`src/rtl/aes_dec_pkg.sv`:
```
// Shared AES state geometry and ShiftRows mode encoding.
package aes_dec_pkg;
   localparam int NB    = 4;
   localparam int NROWS = 4;
   localparam int NELEM = NB * NROWS;

   typedef enum logic {MODE_FWD = 1'b0, MODE_INV = 1'b1} mode_e;

   // Column-major element index of row r, column c.
   function automatic int elem_idx(input int r, input int c);
      return r + NROWS * c;
   endfunction
endpackage

```
`src/rtl/shift_rows_perm.sv`:
```
// Combinational ShiftRows permutation. The forward path exists only when
// SHIFT_ROWS_FWD_EN is defined; otherwise the block is inverse-only.
module shift_rows_perm
   import aes_dec_pkg::*;
#(
   parameter int ELEM_W = 8
) (
   input  logic [NELEM*ELEM_W-1:0] data,
   input  logic                    inv,
   output logic [NELEM*ELEM_W-1:0] result
);
   for (genvar r = 0; r < NROWS; r++) begin : g_row
      for (genvar c = 0; c < NB; c++) begin : g_col
         localparam int DST     = elem_idx(r, c);
         localparam int INV_SRC = elem_idx(r, (c - r + NB) % NB);
`ifdef SHIFT_ROWS_FWD_EN
         localparam int FWD_SRC = elem_idx(r, (c + r) % NB);
         assign result[DST*ELEM_W +: ELEM_W] = (inv == MODE_INV) ?
            data[INV_SRC*ELEM_W +: ELEM_W] : data[FWD_SRC*ELEM_W +: ELEM_W];
`else
         assign result[DST*ELEM_W +: ELEM_W] = data[INV_SRC*ELEM_W +: ELEM_W];
`endif
      end
   end

`ifndef SHIFT_ROWS_FWD_EN
   logic unused_inv;
   assign unused_inv = inv;
`endif
endmodule

```
`src/rtl/shift_rows_pipe.sv`:
```
// ShiftRows stage with a DEPTH-entry result FIFO and valid/ready handshakes.
// Define SHIFT_ROWS_FWD_EN to honour in_inv per transaction.
module shift_rows_pipe
   import aes_dec_pkg::*;
#(
   parameter int ELEM_W = 8,
   parameter int DEPTH  = 2
) (
   input  logic                    clk,
   input  logic                    rst_n,
   input  logic                    flush,
   input  logic                    in_valid,
   output logic                    in_ready,
   input  logic [NELEM*ELEM_W-1:0] in_data,
   input  logic                    in_inv,
   output logic                    out_valid,
   input  logic                    out_ready,
   output logic [NELEM*ELEM_W-1:0] out_data
);
   localparam int DW = NELEM * ELEM_W;
   localparam int PW = $clog2(DEPTH);
   localparam int CW = PW + 1;

   logic [DW-1:0] mem [DEPTH];
   logic [PW-1:0] wr_ptr, rd_ptr;
   logic [CW-1:0] count;
   logic [DW-1:0] perm_data;
   logic          push, pop;

   // Entries hold the already-permuted state, so the selected mode
   // travels with each transaction.
   shift_rows_perm #(.ELEM_W(ELEM_W)) u_perm (
      .data   (in_data),
      .inv    (in_inv),
      .result (perm_data)
   );

   assign in_ready  = (count < CW'(DEPTH));
   assign out_valid = (count != '0);
   assign out_data  = mem[rd_ptr];
   assign push      = in_valid && in_ready && !flush;
   assign pop       = out_valid && out_ready && !flush;

   always_ff @(posedge clk or negedge rst_n) begin
      if (!rst_n) begin
         wr_ptr <= '0;
         rd_ptr <= '0;
         count  <= '0;
         for (int i = 0; i < DEPTH; i++) mem[i] <= '0;
      end else if (flush) begin
         wr_ptr <= '0;
         rd_ptr <= '0;
         count  <= '0;
      end else begin
         if (push) begin
            mem[wr_ptr] <= perm_data;
            wr_ptr      <= wr_ptr + PW'(1);
         end
         if (pop) rd_ptr <= rd_ptr + PW'(1);
         count <= count + CW'(push) - CW'(pop);
      end
   end
endmodule
```
`config.mk`:
```
export PLATFORM = sky130hd
export DESIGN_NAME = shift_rows_pipe
export DESIGN_NICKNAME = d
export VERILOG_FILES = /design/src/rtl/aes_dec_pkg.sv /design/src/rtl/shift_rows_perm.sv /design/src/rtl/shift_rows_pipe.sv
export SDC_FILE = /design/constraint.sdc
export NUM_CORES = 1
export LEC_CHECK = 0
export CORE_UTILIZATION = 40
export DETAILED_ROUTE_END_ITERATION = 8
export GPL_TIMING_DRIVEN = 0
export PLACE_DENSITY = 0.66
export SYNTH_ARGS = -nofsm -noshare
export SYNTH_HDL_FRONTEND = slang
export SYNTH_SLANG_ARGS = --single-unit
```
`constraint.sdc`:
```
create_clock -name clk -period 3.7 [get_ports clk]
set_input_delay 0.555 -clock clk [delete_from_list [all_inputs] [get_ports clk]]
set_output_delay 0.555 -clock clk [all_outputs]
set_load 0.01 [all_outputs]
```
# ---- Word-level counts from Yosys, hierarchy flattened
# Cells that the tools add are included.
dict set report classes {
  addsub 4
  n_bitwise 3
  n_lt_le_gt_ge 4
  div 0
  n_reduce_logical 10
  muxes 11
  shifts 0
  n_eq_ne 0
  n_mul 0
}
# op n
set op_table {}
lappend op_table {{128-bit 2-to-1 mux} 4}
lappend op_table {{256-bit bitwise mux} 1}
lappend op_table {{128-bit demux with 1-bit select} 1}
lappend op_table {{2-bit nonzero test} 3}
lappend op_table {{1-bit logical AND} 5}
lappend op_table {{2-bit greater-or-equal comparator (second input constant)} 2}
lappend op_table {{1-bit 2-to-1 mux} 4}
lappend op_table {{1-bit inverter with 2-bit output} 2}
lappend op_table {{1-bit adder (second input constant)} 2}
lappend op_table {{2-bit by 1-bit adder with 2-bit output} 1}
lappend op_table {{2-bit by 1-bit < comparator with 1-bit output (second input constant)} 1}
lappend op_table {{2-bit < comparator (second input constant)} 1}
lappend op_table {{2-bit 2-to-1 mux} 1}
lappend op_table {{2-bit AND reduction} 1}
lappend op_table {{2-bit by 1-bit subtractor with 2-bit output} 1}
lappend op_table {{1-bit logical NOT} 1}
lappend op_table {{1-bit inverter} 1}
dict set report word_totals {
  n_memories 0
  reg_bits 260
  out_inout_bits 130
  latch_bits 0
  ram_bits 0
  romBits 0
}

# ---- Longest topological paths before layout
dict set report depth {
  ltp_word 6
  depth_mapped 8
  mapped_depth_nobuf 8
}

# ---- Hierarchy
# From an unflattened synthesis, not the netlist that was laid out.
dict set report unflattened {
  cells_unflattened 834
  hier_area_um2 12478.2
}
# module area_per_inst_um2 instances cells_per_inst
set modules_own_cells {}
lappend modules_own_cells {shift_rows_pipe 11517.3 1 706}
lappend modules_own_cells {shift_rows_perm 960.9 1 128}

# ---- Worst setup path before layout
# OpenSTA, ideal clock, no wires.
dict set report synth_path {
  kind {input port to flip-flop}
  startpoint {input flush}
  endpoint {register count[1]}
  stages 7
  n_path_buf 0
  path_slack_ps 1805
  t_required_ps 3581
  arrival_time_ps 1776
  setup_ps 119
  path_cell_list {or3b_4 > ha_1 > inv_1 > ha_1 > xnor2_1 > xnor2_1 > nor2_1}
}
dict set report synth_between {
  elab_chain_cells 5
  elab_cells_between_ends 6
  cone_classes {2 x add/sub; 1 x mux; 3 x reduce/logical}
}
# element line_no
set synth_rtl {}
lappend synth_rtl {{start, declared} shift_rows_pipe.sv:11} ;# input logic flush,
lappend synth_rtl {{1-bit logical NOT} {shift_rows_pipe.sv:41, shift_rows_pipe.sv:42}}
lappend synth_rtl {{1-bit logical AND} shift_rows_pipe.sv:41} ;# assign push = in_valid && in_ready && !flush;
lappend synth_rtl {{2-bit by 1-bit adder with 2-bit output} shift_rows_pipe.sv:60} ;# count <= count + CW'(push) - CW'(pop);
lappend synth_rtl {{2-bit by 1-bit subtractor with 2-bit output} shift_rows_pipe.sv:60}
lappend synth_rtl {{2-bit 2-to-1 mux *} shift_rows_pipe.sv:50} ;# end else if (flush) begin
lappend synth_rtl {{end signal, assigned} shift_rows_pipe.sv:60}
lappend synth_rtl {{end, declared} shift_rows_pipe.sv:26} ;# logic [CW-1:0] count;
# Every way passes the cells marked *; elsewhere a longest branch is shown, timed or not.
# A chain may end at the register's enable or synchronous reset.

# ---- Worst setup path in the final report
dict set report layout_path {
  startpoint {register rd_ptr}
  endpoint {output out_data[10]}
}
dict set report layout_between {
  elab_chain_cells 4
}
# element line_no
set layout_rtl {}
lappend layout_rtl {{start, declared} shift_rows_pipe.sv:25} ;# logic [PW-1:0] wr_ptr, rd_ptr;
lappend layout_rtl {{start signal, assigned} shift_rows_pipe.sv:59} ;# if (pop) rd_ptr <= rd_ptr + PW'(1);
lappend layout_rtl {{1-bit inverter with 2-bit output (implied by the code)} shift_rows_pipe.sv:40} ;# assign out_data = mem[rd_ptr];
lappend layout_rtl {{128-bit 2-to-1 mux (implied by the code) (3 in series)} shift_rows_pipe.sv:40}
lappend layout_rtl {{end, declared} shift_rows_pipe.sv:18} ;# output logic [NELEM*ELEM_W-1:0] out_data
# No other way between the ends. The select of a mux whose other input is x is not followed.

==> impl.org <==
** Status
- The run finished with clean final reports.

** Layout
- Area added between synthesis and finish :: 36.6%
- In the final layout, the multi-input gates occupy roughly 4500 µm².
- Fill cells in the final layout number between 2000 and 2500.
- The repair_antennas step left the layout with diodes totalling 0.
- Fraction of final layout cells with drive strength greater than 1 :: a little under half
- Commonest cells after routing, fill and taps aside :: mux2_2, clkdlybuf4s50_1, dfrtp_1
- Commonest non-fill, non-tap cell in the layout :: mux2_2
- Number of nets in the finished design :: between 1000 and 1500
- Once layout is complete, the utilization of the core stands at 56.0%.
- Area of all sequential standard cells :: roughly 6500 µm²

** Drt
- Ratio of routed vias to standard cells :: 4.76
- After detailed routing, the number of remaining DRC violations is 0.
- For this block, the initial DRC count from the detailed router was 239.
- Via count :: roughly 6700
- The routed design has approximately 25 mm of wire.
- Drt pass-1 iters :: 3
- Wire length per cell :: ~18 µm
- Once detail routing completed, the nets flagged for antenna violations numbered 0.

** STA
- Max-slew violation count :: 0
- The final critical path takes up around nine tenths of the cycle.
- Headroom to the max-slew limit came out at about 54%.
- Final Hold Fails :: 0
- On the final layout, the worst clock skew is 0.0163 ns.
- Setup violations remaining at the end of the flow were counted as 0.
- Setup repair after global routing missed its margin :: false
- At the pin with the least slew margin, the transition time is 0.697 ns.
- Final worst hold slack :: between 0.5 and 0.6 ns
- Static timing analysis puts the maximum clock frequency at between 300 and 400 MHz.
- Final worst path period need :: 3.29 ns

** Critical path
- Data on the critical path is required at its endpoint by 3.14 ns.
- Type of the worst setup path :: reg -> out
- For the worst setup path, the data arrival time is about 2.7 ns.
- The worst setup path is captured at an output pin.
- Critical path launch point type :: flip-flop
- CP max FO :: 10

** Die
- The die covers a little under 30000 µm².
- DIE WIDTH :: 172 µm
- In this run the standard cell core region covers around 28000 µm².
- The die is ~170 µm tall.
- The floorplan has 61 rows.
- Starting density of the core :: between 40 and 50%
- 264 I/O pins were placed.

** Synthesis
- Count of cell types in the netlist :: 21
- After synthesis the netlist holds a flip-flop and latch count of 260.
- The cell area that synthesis handed to floorplanning was roughly 12000 µm².
- Synth Instances :: 706
- Net Count, Synth :: 842
- Synthesis warning total :: 0
- A synthesized cell averages about 16 µm².
- Of the synthesized area, sequential elements account for ~56%.

** Clock tree
- After clock tree synthesis, the setup repair step added 0 buffers.
- The clock drives between 200 and 300 sinks.
- In this run the number of H-tree levels came out at 1.
- Root Buffer Master :: clkbuf_16
- Number of buffers created by CTS :: 29
- The clock passes through at most 3 buffers.
- TritonCTS built the clock tree.
- Clock input transition at the sequential cells of the worst setup and hold paths :: 0.06 ns
- Clock latency on the worst-skew pair :: around 0.53 ns

** Power
- The worst-case IR drop observed on VDD is about 0.38 mV.
- The analysis attributes to cell leakage a power of between 6 and 7 nW.
- Power density over the cells :: approximately 770 nW/µm²

** Job
- Across the run, the number of max-cap violations was 0.

** GRT
- Summed over all layers, the global routing overflow is 0.
- Global routing usage summed across all routing layers :: between 10% and 20%
- The first global-routing pass estimated 39.8 mm of wire.
- Pin count of the biggest net entering global routing :: about 120
- The number of antenna violations at the first check in global routing was 1.
- Via count of the first global-routing pass :: around 7300

** Placed design
- Port buffering added 262 buffers.
- Hpwl dp :: between 15 and 20 mm
- At the end of routability-driven placement, the weighted congestion stood at 0.723.

** Worst hold path
- The path class of the tightest hold or removal check is in -> async.
flip-flops by register name (all words and copies together), names as in the netlist:
name	cells
mem	256
count	2
rd_ptr	1
wr_ptr	1
Yosys cell counts:
cell type	count	area share, %
xor2_1	1	0.076
or3b_4	1	0.098
buf_6	11	1.1
ha_1	2	0.22
or2_2	1	0.054
and2b_2	1	0.076
mux2_2	374	37
xnor2_1	3	0.23
clkbuf_8	1	0.12
o21ai_0	1	0.043
and2b_1	1	0.065
nor2_4	2	0.20
dfrtp_1	260	56
buf_4	1	0.065
buf_12	13	2.3
clkbuf_1	3	0.098
buf_2	11	0.48
inv_1	3	0.098
nor2_1	4	0.13
buf_8	2	0.26
mux2_4	10	1.3
cell type report:
| class | count | share of cell area [%] |
|---|---|---|
| Clock inverter | 12 | 1.20 |
| Sequential cell | 260 | 41.4 |
| Inverter | 3 | 0.0716 |
| Clock buffer | 40 | 5.45 |
| Buffer | 42 | 3.19 |
| Tap cell | 378 | 3.01 |
| Timing Repair Buffer | 265 | 17.1 |
| Multi-Input combinational cell | 401 | 28.6 |
per-stage QoR:
step / power (W) / cells / setup slack [ns] / area (µm²) / setup TNS, ns
after floorplan: 0.00702 / 706 / 1.81 / 11500 / 0
after global placement: 0.00900 / 1346 / -9.56 / 14600 / -2477.15
after detailed placement: 0.00907 / 1348 / 0.851 / 14700 / 0
after CTS: 0.0123 / 1401 / 0.264 / 15700 / 0
after global routing: 0.0128 / 1401 / 0.182 / 15700 / 0
final: 0.0121 / 1401 / 0.406 / 15700 / 0
worst max-delay path, stage by stage, from the launching register on:
cell             delay (ns)
dfrtp_1                0.35
clkbuf_1               0.54
buf_2                  0.40
mux2_2                 0.37
clkdlybuf4s50_1        0.54
cell families after synthesis:
| family | after synthesis | share of synthesized area, % |
|---|---|---|
| compound gates | 1 | 0.0434 |
| simple gates | 10 | 0.619 |
| mux | 384 | 37.9 |
| buf+inv | 45 | 4.45 |
| xor+xnor | 4 | 0.304 |
| flops | 260 | 56.5 |
| fa+ha+maj | 2 | 0.217 |
metal layers:
metal	up-vias	global-route usage, %	wire length [µm]
met3	29	6.63	2450
met4	0	3.65	397
met5	-	0	0
met2	176	27.5	11500
li1	3113	-	-
met1	3349	22.0	10800
worst paths after layout:
path	end	startpoint	slack [ns]	cells after the start
worst min-delay path	mem[72]$_DFFE_PN0P_	rst_n	0.50	2
worst min register to register	mem[152]$_DFFE_PN0P_	mem[152]$_DFFE_PN0P_	0.50	1
worst max register to register	mem[137]$_DFFE_PN0P_	count[1]$_DFF_PN0_	1.85	5
min in group clk	mem[152]$_DFFE_PN0P_	mem[152]$_DFFE_PN0P_	0.50	1
worst max-delay path	out_data[10]	rd_ptr$_DFFE_PN0P_	0.41	4
max in group asynchronous	mem[151]$_DFFE_PN0P_	rst_n	2.28	3
where the power goes:
group / total [W] / internal (W) / switching [W]
combinational: 0.00439 / 0.00285 / 0.00154
sequential: 0.00460 / 0.00405 / 0.000548
clock: 0.00309 / 0.00195 / 0.00113
total: 0.0121 / 0.00886 / 0.00322
repair_timing:
| action | in CTS | in global routing |
|---|---|---|
| endpoints found under the hold margin | 36 | 0 |
| hold buffers | 1 | 0 |
| gates resized for setup | 0 | 0 |
Power figures use the tool's default switching activity.
